### config.mk
export PLATFORM = sky130hd
export DESIGN_NAME = fma_align_sum_pipe
export DESIGN_NICKNAME = d
export VERILOG_FILES = /design/src/rtl/fma_align_pkg.sv /design/src/rtl/fma_lzc.sv /design/src/rtl/fma_align_sum_pipe.sv
export SDC_FILE = /design/constraint.sdc
export NUM_CORES = 1
export LEC_CHECK = 0
export BUFFER_PORTS_ARGS = -buffer_cell sky130_fd_sc_hd__buf_2
export CAP_MARGIN = 20
export CORE_MARGIN = 1.5
export CORE_UTILIZATION = 60
export CTS_BUF_LIST = sky130_fd_sc_hd__clkbuf_8
export DETAILED_ROUTE_END_ITERATION = 16
export GPL_TIMING_DRIVEN = 0
export HOLD_SLACK_MARGIN = 0.05
export MAX_ROUTING_LAYER = met4
export PLACE_DENSITY = 0.89
export SYNTH_ARGS = -nofsm -noshare
export SYNTH_HDL_FRONTEND = slang
export SYNTH_HIERARCHICAL = 1
export SYNTH_SLANG_ARGS = --single-unit
### constraint.sdc
create_clock -name clk -period 12.55 [get_ports clk]
set_input_delay 0 -clock clk [delete_from_list [all_inputs] [get_ports clk]]
set_output_delay 0 -clock clk [all_outputs]
set_load 0.05 [all_outputs]
### src/rtl/fma_align_pkg.sv
// rtl/fma_align_pkg.sv - shared widths and stage-register flag structs for the FMA align/sum pipe
package fma_align_pkg;

  // Product mantissa width: two integer bits plus 2*NF fraction bits.
  function automatic int calc_np(input int nf);
    return 2 * nf + 2;
  endfunction

  // Sum window: carry bit plus the 3*NF+4 bit alignment window.
  function automatic int calc_ns(input int nf);
    return 3 * nf + 5;
  endfunction

  // Leading-zero count width, wide enough to hold NS itself (all-zero sum).
  function automatic int calc_nl(input int nf);
    return $clog2(3 * nf + 5) + 1;
  endfunction

  // Control flags carried by the alignment stage register.
  typedef struct packed {
    logic ps;           // product sign
    logic zs;           // addend sign
    logic sticky;       // OR of bits dropped from the window
    logic sticky_prod;  // 1: the product carries the sticky bit, 0: the addend
    logic p_live;       // product is nonzero
    logic z_live;       // addend is nonzero
  } s1_t;

  // Control flags carried by the sum stage register.
  typedef struct packed {
    logic ss;
    logic sticky;
    logic zero_result;
  } s2_t;

endpackage

### src/rtl/fma_lzc.sv
// rtl/fma_lzc.sv - combinational leading-zero counter, counts from the MSB
module fma_lzc #(
  parameter int W = 35,
  localparam int LW = $clog2(W) + 1
) (
  input  logic [W-1:0]  vec_i,
  output logic [LW-1:0] count_o
);

  // Scan upward so the highest set bit is the last one to write the count.
  always_comb begin
    count_o = LW'(W);
    for (int i = 0; i < W; i++) begin
      if (vec_i[i]) count_o = LW'(W - 1 - i);
    end
  end

endmodule

### src/rtl/fma_align_sum_pipe.sv
// rtl/fma_align_sum_pipe.sv - two-stage align-and-add with sticky, sign and lzc, valid/ready pipelined
module fma_align_sum_pipe
  import fma_align_pkg::*;
#(
  parameter int NE = 5,
  parameter int NF = 10,
  localparam int NP = calc_np(NF),
  localparam int NS = calc_ns(NF),
  localparam int NL = calc_nl(NF)
) (
  input  logic          clk,
  input  logic          reset,
  input  logic          in_valid,
  output logic          in_ready,
  input  logic          ps,
  input  logic          zs,
  input  logic [NE+1:0] pe,
  input  logic [NE-1:0] ze,
  input  logic [NP-1:0] pm,
  input  logic [NF:0]   zm,
  input  logic          p_zero,
  input  logic          z_zero,
  output logic          out_valid,
  input  logic          out_ready,
  output logic [NS-1:0] sm,
  output logic          ss,
  output logic [NE+1:0] se,
  output logic          sticky,
  output logic [NL-1:0] lzc,
  output logic          zero_result
);

  localparam int AW = NS - 1;  // alignment window below the carry bit
  localparam int CW = NE + 3;  // signed shift-count width

  logic s1_valid_q, s2_valid_q;
  logic s2_ready, s1_load, s2_load;

  assign s2_ready = ~s2_valid_q | out_ready;
  assign in_ready = ~s1_valid_q | s2_ready;
  assign s1_load  = in_valid & in_ready;
  assign s2_load  = s1_valid_q & s2_ready;

  // ---------------- Stage 1: alignment ----------------
  logic [CW-1:0]   acnt;
  logic [NF:0]     zm_l;
  logic [NP-1:0]   pm_l;
  logic [AW-1:0]   zvec;
  logic [2*AW-1:0] zwide;

  s1_t             s1_q, s1_d;
  logic [AW-1:0]   s1_add_q, s1_add_d;
  logic [NP-1:0]   s1_prod_q, s1_prod_d;
  logic [NE+1:0]   s1_se_q, s1_se_d;

  assign acnt = {pe[NE+1], pe} - {3'b000, ze} + CW'(NF + 3);

  // Align the addend against the unshifted product and collect the sticky bit.
  always_comb begin
    zm_l  = z_zero ? '0 : zm;
    pm_l  = p_zero ? '0 : pm;
    zvec  = {zm_l, {(2*NF+3){1'b0}}};
    // The low half of the double-width shift holds exactly the bits pushed out.
    zwide = {zvec, {AW{1'b0}}} >> acnt;

    s1_d.ps     = ps;
    s1_d.zs     = zs;
    s1_d.p_live = ~p_zero;
    s1_d.z_live = ~z_zero;

    if (acnt[CW-1]) begin
      // Addend dominates: whole product collapses into sticky.
      s1_add_d         = zvec;
      s1_prod_d        = '0;
      s1_d.sticky      = |pm_l;
      s1_d.sticky_prod = 1'b1;
      s1_se_d          = {2'b00, ze};
    end else if (acnt > CW'(AW)) begin
      // Addend shifted entirely out of the window.
      s1_add_d         = '0;
      s1_prod_d        = pm_l;
      s1_d.sticky      = |zm_l;
      s1_d.sticky_prod = 1'b0;
      s1_se_d          = pe;
    end else begin
      s1_add_d         = zwide[2*AW-1:AW];
      s1_prod_d        = pm_l;
      s1_d.sticky      = |zwide[AW-1:0];
      s1_d.sticky_prod = 1'b0;
      s1_se_d          = pe;
    end
  end

  // Stage 1 register: valid follows the handshake, data loads only on a transfer.
  always_ff @(posedge clk) begin
    if (reset) begin
      s1_valid_q <= 1'b0;
      s1_q       <= '0;
      s1_add_q   <= '0;
      s1_prod_q  <= '0;
      s1_se_q    <= '0;
    end else begin
      if (in_ready) s1_valid_q <= in_valid;
      if (s1_load) begin
        s1_q      <= s1_d;
        s1_add_q  <= s1_add_d;
        s1_prod_q <= s1_prod_d;
        s1_se_q   <= s1_se_d;
      end
    end
  end

  // ---------------- Stage 2: signed sum ----------------
  logic [NS-1:0] a_x, p_x, s2_sm_d, s2_sm_q;
  logic          eff_sub, add_big, borrow, zero_d, ss_d;
  logic [NL-1:0] s2_lzc_d, s2_lzc_q;
  logic [NE+1:0] s2_se_q;
  s2_t           s2_q, s2_d;

  // Magnitude add/subtract; a sticky subtrahend costs one extra LSB.
  always_comb begin
    a_x     = {1'b0, s1_add_q};
    p_x     = {{(NS-NP){1'b0}}, s1_prod_q};
    eff_sub = (s1_q.ps ^ s1_q.zs) & s1_q.p_live & s1_q.z_live;
    // On an exact window tie the operand that also owns the sticky bits is larger.
    add_big = (a_x > p_x) | ((a_x == p_x) & s1_q.sticky & ~s1_q.sticky_prod);
    borrow  = s1_q.sticky & (add_big ? s1_q.sticky_prod : ~s1_q.sticky_prod);
    if (eff_sub) begin
      s2_sm_d = (add_big ? a_x - p_x : p_x - a_x) - NS'(borrow);
      ss_d    = add_big ? s1_q.zs : s1_q.ps;
    end else begin
      s2_sm_d = a_x + p_x;
      ss_d    = s1_q.ps;
    end
    zero_d = (s2_sm_d == '0) & ~s1_q.sticky;
    if (zero_d) ss_d = s1_q.ps & s1_q.zs;

    s2_d.ss          = ss_d;
    s2_d.sticky      = s1_q.sticky;
    s2_d.zero_result = zero_d;
  end

  fma_lzc #(.W(NS)) u_lzc (
    .vec_i   (s2_sm_d),
    .count_o (s2_lzc_d)
  );

  // Stage 2 register drives the outputs directly and holds while stalled.
  always_ff @(posedge clk) begin
    if (reset) begin
      s2_valid_q <= 1'b0;
      s2_q       <= '0;
      s2_sm_q    <= '0;
      s2_se_q    <= '0;
      s2_lzc_q   <= '0;
    end else begin
      if (s2_ready) s2_valid_q <= s1_valid_q;
      if (s2_load) begin
        s2_q     <= s2_d;
        s2_sm_q  <= s2_sm_d;
        s2_se_q  <= s1_se_q;
        s2_lzc_q <= s2_lzc_d;
      end
    end
  end

  assign out_valid   = s2_valid_q;
  assign sm          = s2_sm_q;
  assign ss          = s2_q.ss;
  assign se          = s2_se_q;
  assign sticky      = s2_q.sticky;
  assign lzc         = s2_lzc_q;
  assign zero_result = s2_q.zero_result;

endmodule
### Word-level counts from Yosys, hierarchy flattened

Index checks and enable logic that the tools add are counted.

* register bits after elaboration: 123
* bits of input ports: 53
* output and inout port bits: 54

* add/subtract/negate cells: 6
* order comparisons: 2
* equality and inequality tests: 1
* shift-type cells: 1
* mux-type cells: 49
* bitwise gates (word level): 19
* reduce and logical (&&, ||, !) cells: 4

Operators with widths (number)
* 2-to-1 mux 6 bit: 32
* 2-to-1 mux 35 bit: 2
* 2-to-1 mux 34 bit: 2
* right shift 68 x 8 -> 68 bit: 1
* 2-to-1 mux 22 bit: 2
* adder 34 x 22 -> 35 bit: 1
* zero test 35 bit: 1
* subtractor 22 x 34 -> 35 bit: 1
* subtractor 34 x 22 -> 35 bit: 1
* subtractor 35 x 1 -> 35 bit: 1
* == test 34 x 22 -> 1 bit: 1
* > comparator 34 x 22 -> 1 bit: 1
* OR reduction 34 bit: 1
* OR reduction 22 bit: 1
* 2-to-1 mux 11 bit: 1
* OR reduction 11 bit: 1
* bitwise AND 1 bit: 9
* adder 8 x 4 -> 8 bit (second input constant): 1
* > comparator 8 x 6 -> 1 bit (second input constant): 1
* 2-to-1 mux 2 bit: 4
* subtractor 7 x 6 -> 8 bit: 1
* 2-to-1 mux 7 bit: 1
* NOT 1 bit: 6
* 2-to-1 mux 1 bit: 5
* 2 further kinds: 4

### Depth between registers and ports, before layout

Gate-level depths: netlist of the first run.

* depth after elaboration: 43
* mapped depth: 26

### By module

Netlist of the first run, hierarchy kept.

Modules (own cells, without submodules)
* fma_align_sum_pipe: instances 1, cells an instance 1726, area each 12022.8 um2, sequential area each 2462.4 um2
* fma_lzc: instances 1, cells an instance 76, area each 430.4 um2, sequential area each 0.0 um2

### Worst setup path after synthesis of the first run

OpenSTA, ideal clock, no wires.

* path type: reg2reg
* start point: register s1_add_q[3]
* end point: register s2_lzc_q[5] (netlist: lzc[5])
* arrival time: 5.640 ns
* setup slack: 6.840 ns
* cell stages (with the launch flop): 24
* path through: dfxtp_1 > inv_1 > ha_1 > buf_2 > and3_1 > nand4_4 > nor2_2 > mux2i_1 > mux2i_1 > nand3b_4 > xnor2_2 > or4_4 > or4_1 > buf_2 > or4_1 > xnor2_1 > a21oi_1 > inv_1 > nor4_4 > inv_2 > or3_4 > nor3_2 > nand2_1 > a21oi_1

* elaborated cells on any way between the ends: 45
* classes of those cells: 4 x add/sub; 1 x order compare; 1 x eq/ne; 35 x mux; 4 x bitwise

RTL lines
* from (decl): line fma_align_sum_pipe.sv:52 `logic [AW-1:0] s1_add_q, s1_add_d;`
* from (signal assigned): line fma_align_sum_pipe.sv:99 `s1_add_q <= '0;`
* from (signal assigned): line fma_align_sum_pipe.sv:106 `s1_add_q <= s1_add_d;`
* branches (longest 7 deep; another with subtractor 35 x 1 -> 35 bit)
* 2-to-1 mux 35 bit *: line fma_align_sum_pipe.sv:128 `if (eff_sub) begin`
* named net s2_sm_d[24]: line fma_align_sum_pipe.sv:114 `logic [NS-1:0] a_x, p_x, s2_sm_d, s2_sm_q;`
* 2-to-1 mux 6 bit * (11 in series): line fma_lzc.sv:14 `if (vec_i[i]) count_o = LW'(W - 1 - i);`
* named net s2_lzc_d[5]: line fma_align_sum_pipe.sv:116 `logic [NL-1:0] s2_lzc_d, s2_lzc_q;`
* to (signal assigned): line fma_align_sum_pipe.sv:162 `s2_lzc_q <= s2_lzc_d;`
* to (decl): line fma_align_sum_pipe.sv:116

Mark *: on every way through the listed nets, which the timed path passes.
A chain may end at the register's enable or synchronous reset.

### Worst setup path in the final report of the first run

* start point: register s1_add_q[1]
* end point: register s2_lzc_q[0] (netlist: lzc[0])

* elaborated cells on any way between the ends: 48
* classes of those cells: 4 x add/sub; 1 x order compare; 1 x eq/ne; 38 x mux; 4 x bitwise

RTL lines (line)
* branches (longest 7 deep; another with subtractor 35 x 1 -> 35 bit)
* 2-to-1 mux 35 bit *: fma_align_sum_pipe.sv:128
* named net s2_sm_d[26]: fma_align_sum_pipe.sv:114
* 2-to-1 mux 6 bit * (9 in series): fma_lzc.sv:14
* named net s2_lzc_d[0]: fma_align_sum_pipe.sv:116

Marked as above.

==> key figures, run 1 <==
Run status
  • Status: finished clean

GRT
  • First-pass GRT wire length: 75600 µm
  • Initial antenna violation count: 0
  • Largest net degree at the start of global routing: 17
  • Overall Global Routing Usage: approximately 46%
  • Total gr overflow: 0
  • Vias in the first global route: 14305

Hold path
  • Worst Min Path Start: p_zero
  • HP Class: in2reg

Critical path
  • Slowest-stage cell, CP: o21ai_0
  • WP buf/inv: 5
  • Kind of start point of the critical path: register
  • CP Cell Sequence: inv_1 -> ha_1 -> and4_1 -> nand4_1 -> nor2_2 -> mux2_4 -> buf_2 -> clkbuf_1 -> nor2_1 -> mux2i_1 -> ha_1 -> o21ai_0 -> or4_1 -> buf_2 -> or3_1 -> xnor2_1 -> o21ai_0 -> inv_1 -> nor3_1 -> o21a_1 -> o2111ai_1 -> a221oi_1 -> nand2_1 -> a21oi_1
  • CP Class: reg2reg
  • Crit end category: register
  • Worst path top cell family by delay: simple AND/OR/NAND/NOR gates
  • Arrival @ worst endpoint: 8.38 ns
  • Worst EP required: ~13 ns
  • Maximum fanout along the worst path: 10
  • Critical path origin: s1_add_q[1]$_SDFFE_PP0P_
  • Max incr delay on CP: between 0.6 and 0.7 ns
  • Critical R2R Launch: s1_add_q[1]$_SDFFE_PP0P_

STA
  • Fmax: approximately 0.13 GHz
  • Crit path time final: roughly 8 ns
  • Final Hold Fails: 0
  • Post-route setup TNS: 0 ns
  • Fin Clk Skew: around 0.022 ns
  • # setup viols final: 0
  • Worst-Margin Slew: 1.16 ns
  • RSZ-0062 raised after global routing: false
  • Slew Limit Fails: 0
  • Max_slew headroom: 22.3%
  • Fin crit share: around 63%

Clock network
  • # H-tree levels: 4
  • Clk pin slew, worst setup/hold paths: roughly 0.10 ns
  • Post-CTS Hold Buffers: 52
  • Num CTS Buffers: 17
  • Postcts setup bufs: 0
  • Clock Tree Buf Depth: 2
  • Worst-Skew Late Latency: about 0.48 ns
  • CTS root buffer: clkbuf_8
  • PostCTS Resize Cnt: 0
  • Sink Count: between 100 and 150
  • CTS tree: built

Floorplan
  • Ports: roughly 110
  • Rows: 52
  • Die Wd: approximately 150 µm
  • Die Height: 147 µm
  • Die area: ~0.022 mm²
  • Core ar.: between 0.02 and 0.025 mm²
  • Initial core utilization: around 60%

Finish
  • Nets: between 2000 and 2500
  • P&R area growth vs syn: 14.5%
  • Share of cells above drive strength 1: between 10 and 15%
  • Commonest non-fill, non-tap cell in the layout: nand2_1
  • N_diodes: 0
  • Fill count: between 1500 and 2000
  • Most frequent cells in the layout: nand2_1, nor2_1, a21oi_1

Routing
  • Final ANT Viol Nets: 0
  • Routed WL: around 50000 µm
  • Via count: 15086
  • # DRC: 0
  • Initial DRC count: 1917
  • Router iterations before antenna repair: 8
  • WL per Instance: roughly 21 µm
  • Vias/cell: 6.67

Synthesis
  • Area share of the leading cell type in the synthesized netlist: 19.8%
  • Post-synth top area cell: dfxtp_1
  • Part of the Yosys area used for sequential elements: 19.8%
  • Library cells used by synthesis: 95
  • Syn Area/Cell: between 6 and 7 µm²
  • Main area contributors after synthesis: dfxtp_1, ha_1, a21oi_1
  • Syn_nets: roughly 1900
  • Syn Inst Count: approximately 1800
  • FF+latch count, synth: around 120
  • Mapped cell area: around 0.012 mm²
  • Asr flop ratio synth: 0%
  • Synth warnings: 6
  • Primary flip-flop cell chosen by synthesis mapping: dfxtp_1
  • EDFF count, synth: 0

Power and ir drop
  • P_sw: roughly 0.80 mW
  • Cell-internal power: approximately 0.87 mW
  • Combinational share of power: 52.2%
  • Total chip power: roughly 1.7 mW
  • Sequential Power Share: between 20 and 30%
  • Clock network power share: a little under a quarter
  • Pwr dens: around 120 mW/mm²
  • LEAKAGE: around 6 nW
  • Peak supply drop: between 70 and 80 µV
  • Switch share: between 40% and 50%

Run
  • Max Cap Viol: 0

Placed design
  • Placer congestion estimate: slightly above 1
  • Input/output buffers: about 100
  • Dpl hpwl: roughly 37000 µm
-- final timing paths --
kind,end,slack (ns),cells after the start
worst min register to register,sm[29]$_SDFFE_PP0P_,0.46,2
worst max register to register,lzc[0]$_SDFFE_PP0P_,4.59,24
worst min-delay path,s1_q[1]$_SDFFE_PP0P_,0.31,3
worst max-delay path,lzc[0]$_SDFFE_PP0P_,4.59,24
-- cell type report --
class	count	area, µm²	area share [%]
inverters	118	443	3.11
clock buffers	17	234	1.64
well taps	270	338	2.37
clock inverters	15	173	1.21
multi-input cells	1449	9070	63.6
flip-flops and latches	123	2460	17.3
plain buffers	112	473	3.32
repair buffers	159	1060	7.44
-- worst min-delay path, stage by stage --
cell           delay [ns]
dlygate4sd3_1        0.52
buf_2                0.14
a211oi_1             0.07
-- cell families after synthesis --
kind of cell,count (synthesis),synth area share [%]
adders and majority gates,84,8.68
muxes,25,2.10
buffers and inverters,230,7.35
and+or+nand+nor,756,30.4
DFF,123,19.8
AOI/OAI and AO/OA,516,26.9
xor gates and xnor gates,67,4.77
other,1,0.0301
-- power groups by stage --
stage | clock network, mW | registers (mW) | logic [mW]
6_report | 0.376 | 0.418 | 0.867
4_1_cts | 0.374 | 0.417 | 0.827
3_5_place_dp | 0 | 0.426 | 0.809
2_1_floorplan | 0 | 0.444 | 0.584
5_1_grt | 0.392 | 0.419 | 0.927
3_3_place_gp | 0 | 0.425 | 0.801
-- sequential cells by signal, summed over array words and instances, names as in the netlist --
signal and cells:
lzc 7, zero_result 1, s1_prod_q 22, sm 35, out_valid 1, ss 1
s1_valid_q 1, s1_add_q 34, sticky 1, se 7, s1_se_q 7, s1_q 6
-- synthesized netlist by cell type, types with 11 or more instances --
master	instances
or2_2	14
or4_1	11
ha_1	80
nand2_1	226
a31oi_1	24
a221oi_1	13
o211ai_1	18
nand4_1	26
nand2b_1	16
and2_1	22
a21o_1	20
o21a_1	14
o31ai_1	16
xnor2_1	43
a211oi_1	18
clkbuf_1	73
a21oi_1	172
o21ai_0	78
nor3_1	66
and3_1	22
nor4_1	40
inv_1	114
or3_1	18
buf_1	11
nor2_1	173
dfxtp_1	123
buf_2	23
xor2_1	23
o22ai_1	12
a22oi_1	36
mux2i_1	19
nand3_1	69
-- metrics by stage --
stage                     instances  hold WS, ns  cell area [µm²]  worst slack [ns]  util, %
after detailed placement       2176        0.244            13300              5.17     65.6
final                          2263        0.309            14300              4.59     70.2
after global placement         2176        0.243            13300              5.22     65.6
after floorplan                1802       0.0956            12500              6.84        -
after global routing           2263        0.308            14300              4.43     70.2
after CTS                      2260       0.0574            14200              5.10     70.1
-- routing by layer --
layer	global-route usage, %	wire length, µm
met1	53.4	18200
met2	72.2	22100
met3	9.07	5130
met4	26.9	3170
met5	-	0
No activity file was read; power rests on OpenSTA's default activity.
==> inputs of run 2 (changes only) <==
Clock period 12.55 ns to 8.1 ns, I/O delays scaled along.
==> run 2 against run 1 <==
- combinational power increased by 55%
- non-clock buffer count did not move
- global-route usage did not move
- highest routed layer unchanged
- largest power group unchanged
- clock power rose by 56%
- flip-flop and latch count unchanged
- sequential share of layout area stayed put
==> key figures, run 2 (synthesis gave the netlist of run 1 again) <==
GRT
  • Total gr overflow: 0 (unchanged)
  • Overall Global Routing Usage: 45.5% (unchanged)
  • Vias in the first global route: 14305 (unchanged)
  • Initial antenna violation count: 0 (unchanged)
  • First-pass GRT wire length: 75600 µm (unchanged)
  • Largest net degree at the start of global routing: 17 (unchanged)

Critical path
  • Kind of start point of the critical path: register
  • Max incr delay on CP: 0.63 ns (-0.04 ns)
  • CP Class: reg2reg
  • Worst Reg-to-Reg Cells: 24 (unchanged)
  • Arrival @ worst endpoint: 8.16 ns (-0.22 ns)
  • Worst EP required: 8.52 ns (-4.45 ns)
  • Cell seen most often among critical-path stages: a21oi_1
  • CP Cell Sequence: inv_1 -> ha_1 -> and4_1 -> nand4_1 -> nor2_2 -> mux2_4 -> buf_2 -> clkbuf_1 -> nor2_1 -> mux2i_1 -> ha_1 -> o21ai_0 -> or4_1 -> buf_2 -> or4_1 -> xnor2_1 -> a21oi_1 -> inv_1 -> a21oi_1 -> o21a_1 -> o2111ai_1 -> a221oi_1 -> nand2_1 -> a21oi_1
  • Slowest-stage cell, CP: nor2_1
  • Maximum fanout along the worst path: 10 (unchanged)
  • Crit end category: register
  • Reg-to-reg setup timing slack: 0.35 ns (-4.24 ns)
  • Critical R2R Launch: s1_add_q[1]$_SDFFE_PP0P_
  • Worst Setup EP: lzc[0]$_SDFFE_PP0P_
  • Crit Reg-Reg Endpoint: lzc[0]$_SDFFE_PP0P_
  • Critical path origin: s1_add_q[1]$_SDFFE_PP0P_

Clock network
  • Num CTS Buffers: 17 (unchanged)
  • CTS root buffer: clkbuf_8
  • Postcts setup bufs: 0 (unchanged)
  • Clk pin slew, worst setup/hold paths: 0.11 ns (about the same)
  • Sink Count: 123 (unchanged)
  • Clock Tree Buf Depth: 2 (unchanged)
  • Worst-Skew Late Latency: 0.48 ns (about the same)
  • # H-tree levels: 4 (unchanged)
  • CTS tree: built

Finish
  • Share of cells above drive strength 1: 10.9% (unchanged)
  • P&R area growth vs syn: 14.5% (unchanged)
  • N_diodes: 0 (unchanged)
  • Fill count: 1757 (unchanged)
  • Commonest non-fill, non-tap cell in the layout: nand2_1
  • Max FFs per register: 35 (unchanged)
  • Nets: 2117 (unchanged)
  • Most frequent cells in the layout: nand2_1, nor2_1, a21oi_1

STA
  • Worst-Margin Slew: 1.14 ns (-0.0135 ns)
  • WHS: 0.314 ns (+0.00504 ns)
  • # setup viols final: 0 (unchanged)
  • Final Hold Fails: 0 (unchanged)
  • Fin crit share: 95.6% (+32 points)
  • Fmax: 0.129 GHz (+2.8%)
  • RSZ-0062 raised after global routing: false
  • Fin Clk Skew: 0.0236 ns (+0.00116 ns)
  • Crit path time final: 7.75 ns (-0.214 ns)
  • Max_slew headroom: 23.2% (+0.91 points)
  • Slew Limit Fails: 0 (unchanged)
  • Post-route setup TNS: 0 ns (unchanged)

Power and ir drop
  • Total chip power: 2.58 mW (+55%)
  • Peak supply drop: 112 µV (+55%)
  • LEAKAGE: 5.97 nW (about the same)
  • Pwr dens: 181 mW/mm² (+55%)

Floorplan
  • Die Height: 147 µm (unchanged)
  • Rows: 52 (unchanged)
  • Core ar.: 0.0203 mm² (unchanged)
  • Initial core utilization: 61.3% (unchanged)
  • Ports: 107 (unchanged)
  • Die Wd: 147 µm (unchanged)
  • Die area: 0.0216 mm² (unchanged)

Routing
  • Routed WL: 48600 µm (+0.12%)
  • Initial DRC count: 1945 (+1.5%)
  • WL per Instance: 21.5 µm (+0.12%)
  • Vias/cell: 6.65 (-0.24%)
  • Final ANT Viol Nets: 0 (unchanged)
  • Router iterations before antenna repair: 6 (-2)
  • # DRC: 0 (unchanged)
  • Via count: 15050 (-0.24%)

Run status
  • Status: finished clean

Placed design
  • Input/output buffers: 104 (unchanged)
  • Dpl hpwl: 37000 µm (unchanged)
  • Placer congestion estimate: 1.04 (unchanged)

Run
  • Max Cap Viol: 0 (unchanged)

Hold path
  • HP Class: in2reg
run 2: cell count changes in the layout (fill, tap and decap cells not counted):
cell     before  now
o21ai_1       4    5
o21ai_0      78   77
run 2: critical path: cells and delay by family, from the launching register on:
family          cells  cell delay [ns]
fa+ha+maj           2             0.63
simple gates        7             2.48
flops               1             0.58
mux                 2             0.64
xor+xnor            1             0.15
buf+inv             5             1.11
compound gates      7             2.08
run 2: stage by stage:
step | instance area [µm²] | instances | setup WS, ns | utilization (%)
floorplan | 12500 | 1802 | 2.39 | -
global placement | 13300 | 2176 | 0.775 | 65.6
detailed placement | 13300 | 2176 | 0.722 | 65.6
CTS | 14200 | 2260 | 0.652 | 70.1
global route | 14300 | 2263 | 0.0750 | 70.2
finish | 14300 | 2263 | 0.353 | 70.2
run 2: timing repair:
action / 4_1_cts / 5_1_grt
setup endpoints to repair: 0 / 1
gates resized for setup: 0 / 1
hold buffers: 52 / 1
endpoints found under the hold margin: 47 / 1
run 2: report_power, final:
part,internal (mW),switching [mW],total (mW)
Combinational,0.454,0.890,1.34
Clock,0.260,0.325,0.585
Sequential,0.627,0.0205,0.647
run 2: worst min-delay path by stage:
| stage | startpoint | endpoint | slack (ns) | cells past startpoint |
|---|---|---|---|---|
| 2_1_floorplan | p_zero | s1_q[1]$_SDFFE_PP0P_ | 0.1 | 1 |
| 3_5_place_dp | p_zero | s1_q[1]$_SDFFE_PP0P_ | 0.24 | 2 |
| 5_1_grt | p_zero | s1_q[1]$_SDFFE_PP0P_ | 0.31 | 3 |
| 4_1_cts | zm[1] | s1_add_q[24]$_SDFFE_PP0P_ | 0.06 | 3 |
| 6_report | p_zero | s1_q[1]$_SDFFE_PP0P_ | 0.31 | 3 |
| 3_3_place_gp | pm[12] | s1_prod_q[12]$_SDFFE_PP0P_ | 0.24 | 3 |
run 2: layout make-up:
| cell class | count | area (µm²) | area share (%) |
|---|---|---|---|
| inverter | 118 | 443 | 3.11 |
| sequential | 123 | 2460 | 17.3 |
| clock buffer | 17 | 234 | 1.64 |
| multi-input combinational | 1449 | 9070 | 63.6 |
| tap | 270 | 338 | 2.37 |
| buffer | 112 | 473 | 3.32 |
| timing repair buffer | 159 | 1060 | 7.44 |
| clock inverter | 15 | 173 | 1.21 |
run 2: metal layers:
metal | vias up | routed length (µm) | global-route usage (%)
li1 | 6885 | - | -
met1 | 7014 | 18400 | 53.4
met2 | 922 | 22000 | 72.2
met3 | 229 | 5020 | 9.07
met4 | 0 | 3170 | 26.9
met5 | - | 0 | -
==> inputs of run 3 (changes only) <==
Settings changed: REMOVE_ABC_BUFFERS set to 1.
==> run 3 against run 2 <==
- clock skew fell by 0.0033 ns
- highest routed layer unchanged
- die area unchanged
- worst setup slack gained 0.35 ns
- combinational power is essentially flat
- final cell count fell by 4.6%
- total power fell by 1.1%
- via count decreased by 5.2%
==> key figures, run 3 (synthesis gave the netlist of run 1 again) <==
Run status
  • Status: finished clean

Critical path
  • Crit end category: register
  • CP Class: reg2reg
  • Worst Setup EP: lzc[5]$_SDFFE_PP0P_
  • Critical R2R Launch: s1_add_q[12]$_SDFFE_PP0P_
  • Worst EP required: 8.46 ns (-0.06 ns)
  • Maximum fanout along the worst path: 19 (+9)
  • Worst Reg-to-Reg Cells: 21 (-13%)
  • Critical path origin: s1_add_q[12]$_SDFFE_PP0P_
  • Max incr delay on CP: 0.85 ns (+0.22 ns)
  • Crit Reg-Reg Endpoint: lzc[5]$_SDFFE_PP0P_
  • Cell seen most often among critical-path stages: a21oi_1
  • Arrival @ worst endpoint: 7.76 ns (-0.40 ns)
  • Slowest-stage cell, CP: nor2_1
  • Reg-to-reg setup timing slack: 0.70 ns (+0.35 ns)
  • Kind of start point of the critical path: register
  • CP Cell Sequence: inv_1 -> ha_1 -> a21oi_1 -> o21ai_0 -> a21oi_1 -> nor2_1 -> o21ai_2 -> a211oi_1 -> nor3_1 -> or4bb_1 -> or4_1 -> or4_1 -> xnor2_1 -> a21oi_1 -> inv_1 -> nor4_4 -> inv_2 -> or3_4 -> nor3_2 -> nand2_1 -> a21oi_1

STA
  • Setup ws final: 0.701 ns (+0.347 ns)
  • Worst-Margin Slew: 1.07 ns (-0.0756 ns)
  • Slew Limit Fails: 0 (unchanged)
  • Fin crit share: 91.4% (-4.3 points)
  • Fmax: 0.135 GHz (+4.7%)
  • Max_slew headroom: 28.6% (+5.4 points)
  • Crit path time final: 7.40 ns (-0.347 ns)
  • # setup viols final: 0 (unchanged)
  • Post-route setup TNS: 0 ns (unchanged)
  • Final Hold Fails: 0 (unchanged)
  • Fin Clk Skew: 0.0203 ns (-0.00334 ns)
  • RSZ-0062 raised after global routing: false

Finish
  • Commonest non-fill, non-tap cell in the layout: nand2_1
  • Nets: 2014 (-4.9%)
  • Final instance area: 0.0140 mm² (-2.1%)
  • P&R area growth vs syn: 12.1%
  • Fin cells: 2160 (-4.6%)
  • Share of cells above drive strength 1: 11.0% (+0.12 points)
  • Fill count: 1752 (-0.28%)
  • N_diodes: 0 (unchanged)
  • Max FFs per register: 35 (unchanged)
  • Most frequent cells in the layout: nand2_1, nor2_1, a21oi_1

Routing
  • Initial DRC count: 1495 (-23%)
  • Router iterations before antenna repair: 6 (unchanged)
  • WL per Instance: 20.4 µm (-4.8%)
  • Routed WL: 44200 µm (-9.2%)
  • Via count: 14272 (-5.2%)
  • Vias/cell: 6.61 (-0.65%)
  • Final ANT Viol Nets: 0 (unchanged)
  • # DRC: 0 (unchanged)

GRT
  • First-pass GRT wire length: 69300 µm (-8.4%)
  • GR peak layer: met2
  • Largest net degree at the start of global routing: 88 (+71)
  • Initial antenna violation count: 0 (unchanged)
  • Overall Global Routing Usage: 41.3% (-4.2 points)
  • Met1 Track Usage GR: 54.2% (+0.80 points)
  • Met3 GRT Util: 5.81% (-3.3 points)
  • Vias in the first global route: 12956 (-9.4%)
  • Total gr overflow: 0 (unchanged)
  • M2 GR Usage: 63.3% (-8.9 points)

Placed design
  • Placed cell area: 0.0130 mm² (-2.2%)
  • Input/output buffers: 106 (+1.9%)
  • Pre-CTS WS: 0.725 ns (+0.00316 ns)
  • Placed Cells: 2075 (-4.6%)
  • Placer congestion estimate: 1.08 (+4.4%)
  • Dpl hpwl: 33400 µm (-9.8%)

Hold path
  • HP Class: in2reg

Floorplan
  • Core ar.: 0.0203 mm² (unchanged)
  • Rows: 52 (unchanged)
  • Die area: 0.0216 mm² (unchanged)
  • Die Wd: 147 µm (unchanged)
  • Initial core utilization: 61.3% (unchanged)
  • Ports: 107 (unchanged)
  • Die Height: 147 µm (unchanged)

Power and ir drop
  • Total chip power: 2.55 mW (-1.1%)
  • Pwr dens: 183 mW/mm² (+1.0%)
  • Peak supply drop: 131 µV (+17%)
  • LEAKAGE: 5.84 nW (-2.1%)

Clock network
  • Sink Count: 123 (unchanged)
  • Num CTS Buffers: 17 (unchanged)
  • Clock Tree Buf Depth: 2 (unchanged)
  • CTS tree: built
  • Clk pin slew, worst setup/hold paths: 0.08 ns (-0.03 ns)
  • # H-tree levels: 4 (unchanged)
  • Worst-Skew Late Latency: 0.44 ns (-0.04 ns)
  • CTS root buffer: clkbuf_8

Run
  • Max Cap Viol: 0 (unchanged)
## run 3: what timing repair did
action,CTS,global route
gates resized for setup,0,1
endpoints found under the setup margin,0,1
hold buffers,52,0
hold endpoints to repair,82,0
buffers inserted,0,0
## run 3: worst max-delay path, delay by kind of cell, from the launching register on
family                   cells  cell delay [ns]
AND/OR/NAND/NOR              9             3.62
AO/OA/AOI/OAI                7             2.23
adder cells (fa/ha/maj)      1             0.61
flip-flops                   1             0.39
buffers and inverters        3             0.31
XOR/XNOR                     1             0.15
## run 3: cell type report
type | instances | area [µm²] | share of cell area [%]
clock buffers | 18 | 248 | 1.77
repair buffers | 168 | 1190 | 8.54
flip-flops and latches | 123 | 2460 | 17.6
clock inverters | 14 | 159 | 1.14
multi-input cells | 1449 | 9110 | 65.3
well taps | 270 | 338 | 2.42
inverters | 118 | 443 | 3.17
## run 3: stage by stage
stage | hold WS (ns) | util (%)
floorplan | 0.0691 | -
global placement | 0.228 | 63.3
detailed placement | 0.252 | 64.1
CTS | 0.0692 | 68.7
global route | 0.100 | 68.8
finish | 0.0996 | 68.8
## run 3: layer usage
metal / wire, µm / vias to the layer above
li1: - / 6685
met1: 18800 / 6669
met5: 0 / -
met3: 4020 / 107
met4: 1790 / 0
met2: 19500 / 811
## run 3: power by group
| group | internal (mW) | leakage [nW] | switching (mW) |
|---|---|---|---|
| clock | 0.289 | 0.201 | 0.292 |
| sequential | 0.627 | 1.00 | 0.0254 |
| combinational | 0.449 | 4.64 | 0.866 |
| total | 1.36 | 5.84 | 1.18 |
## run 3: how the worst min path moves through the flow
stage | startpoint | end | slack (ns) | depth (start not counted)
global placement | in_valid | s1_valid_q$_SDFFE_PP0N_ | 0.23 | 3
global route | zm[1] | s1_add_q[24]$_SDFFE_PP0P_ | 0.10 | 3
finish | zm[1] | s1_add_q[24]$_SDFFE_PP0P_ | 0.1 | 3
detailed placement | ps | s1_q[5]$_SDFFE_PP0P_ | 0.25 | 3
CTS | zm[1] | s1_add_q[24]$_SDFFE_PP0P_ | 0.07 | 3
floorplan | reset | lzc[0]$_SDFFE_PP0P_ | 0.07 | 1
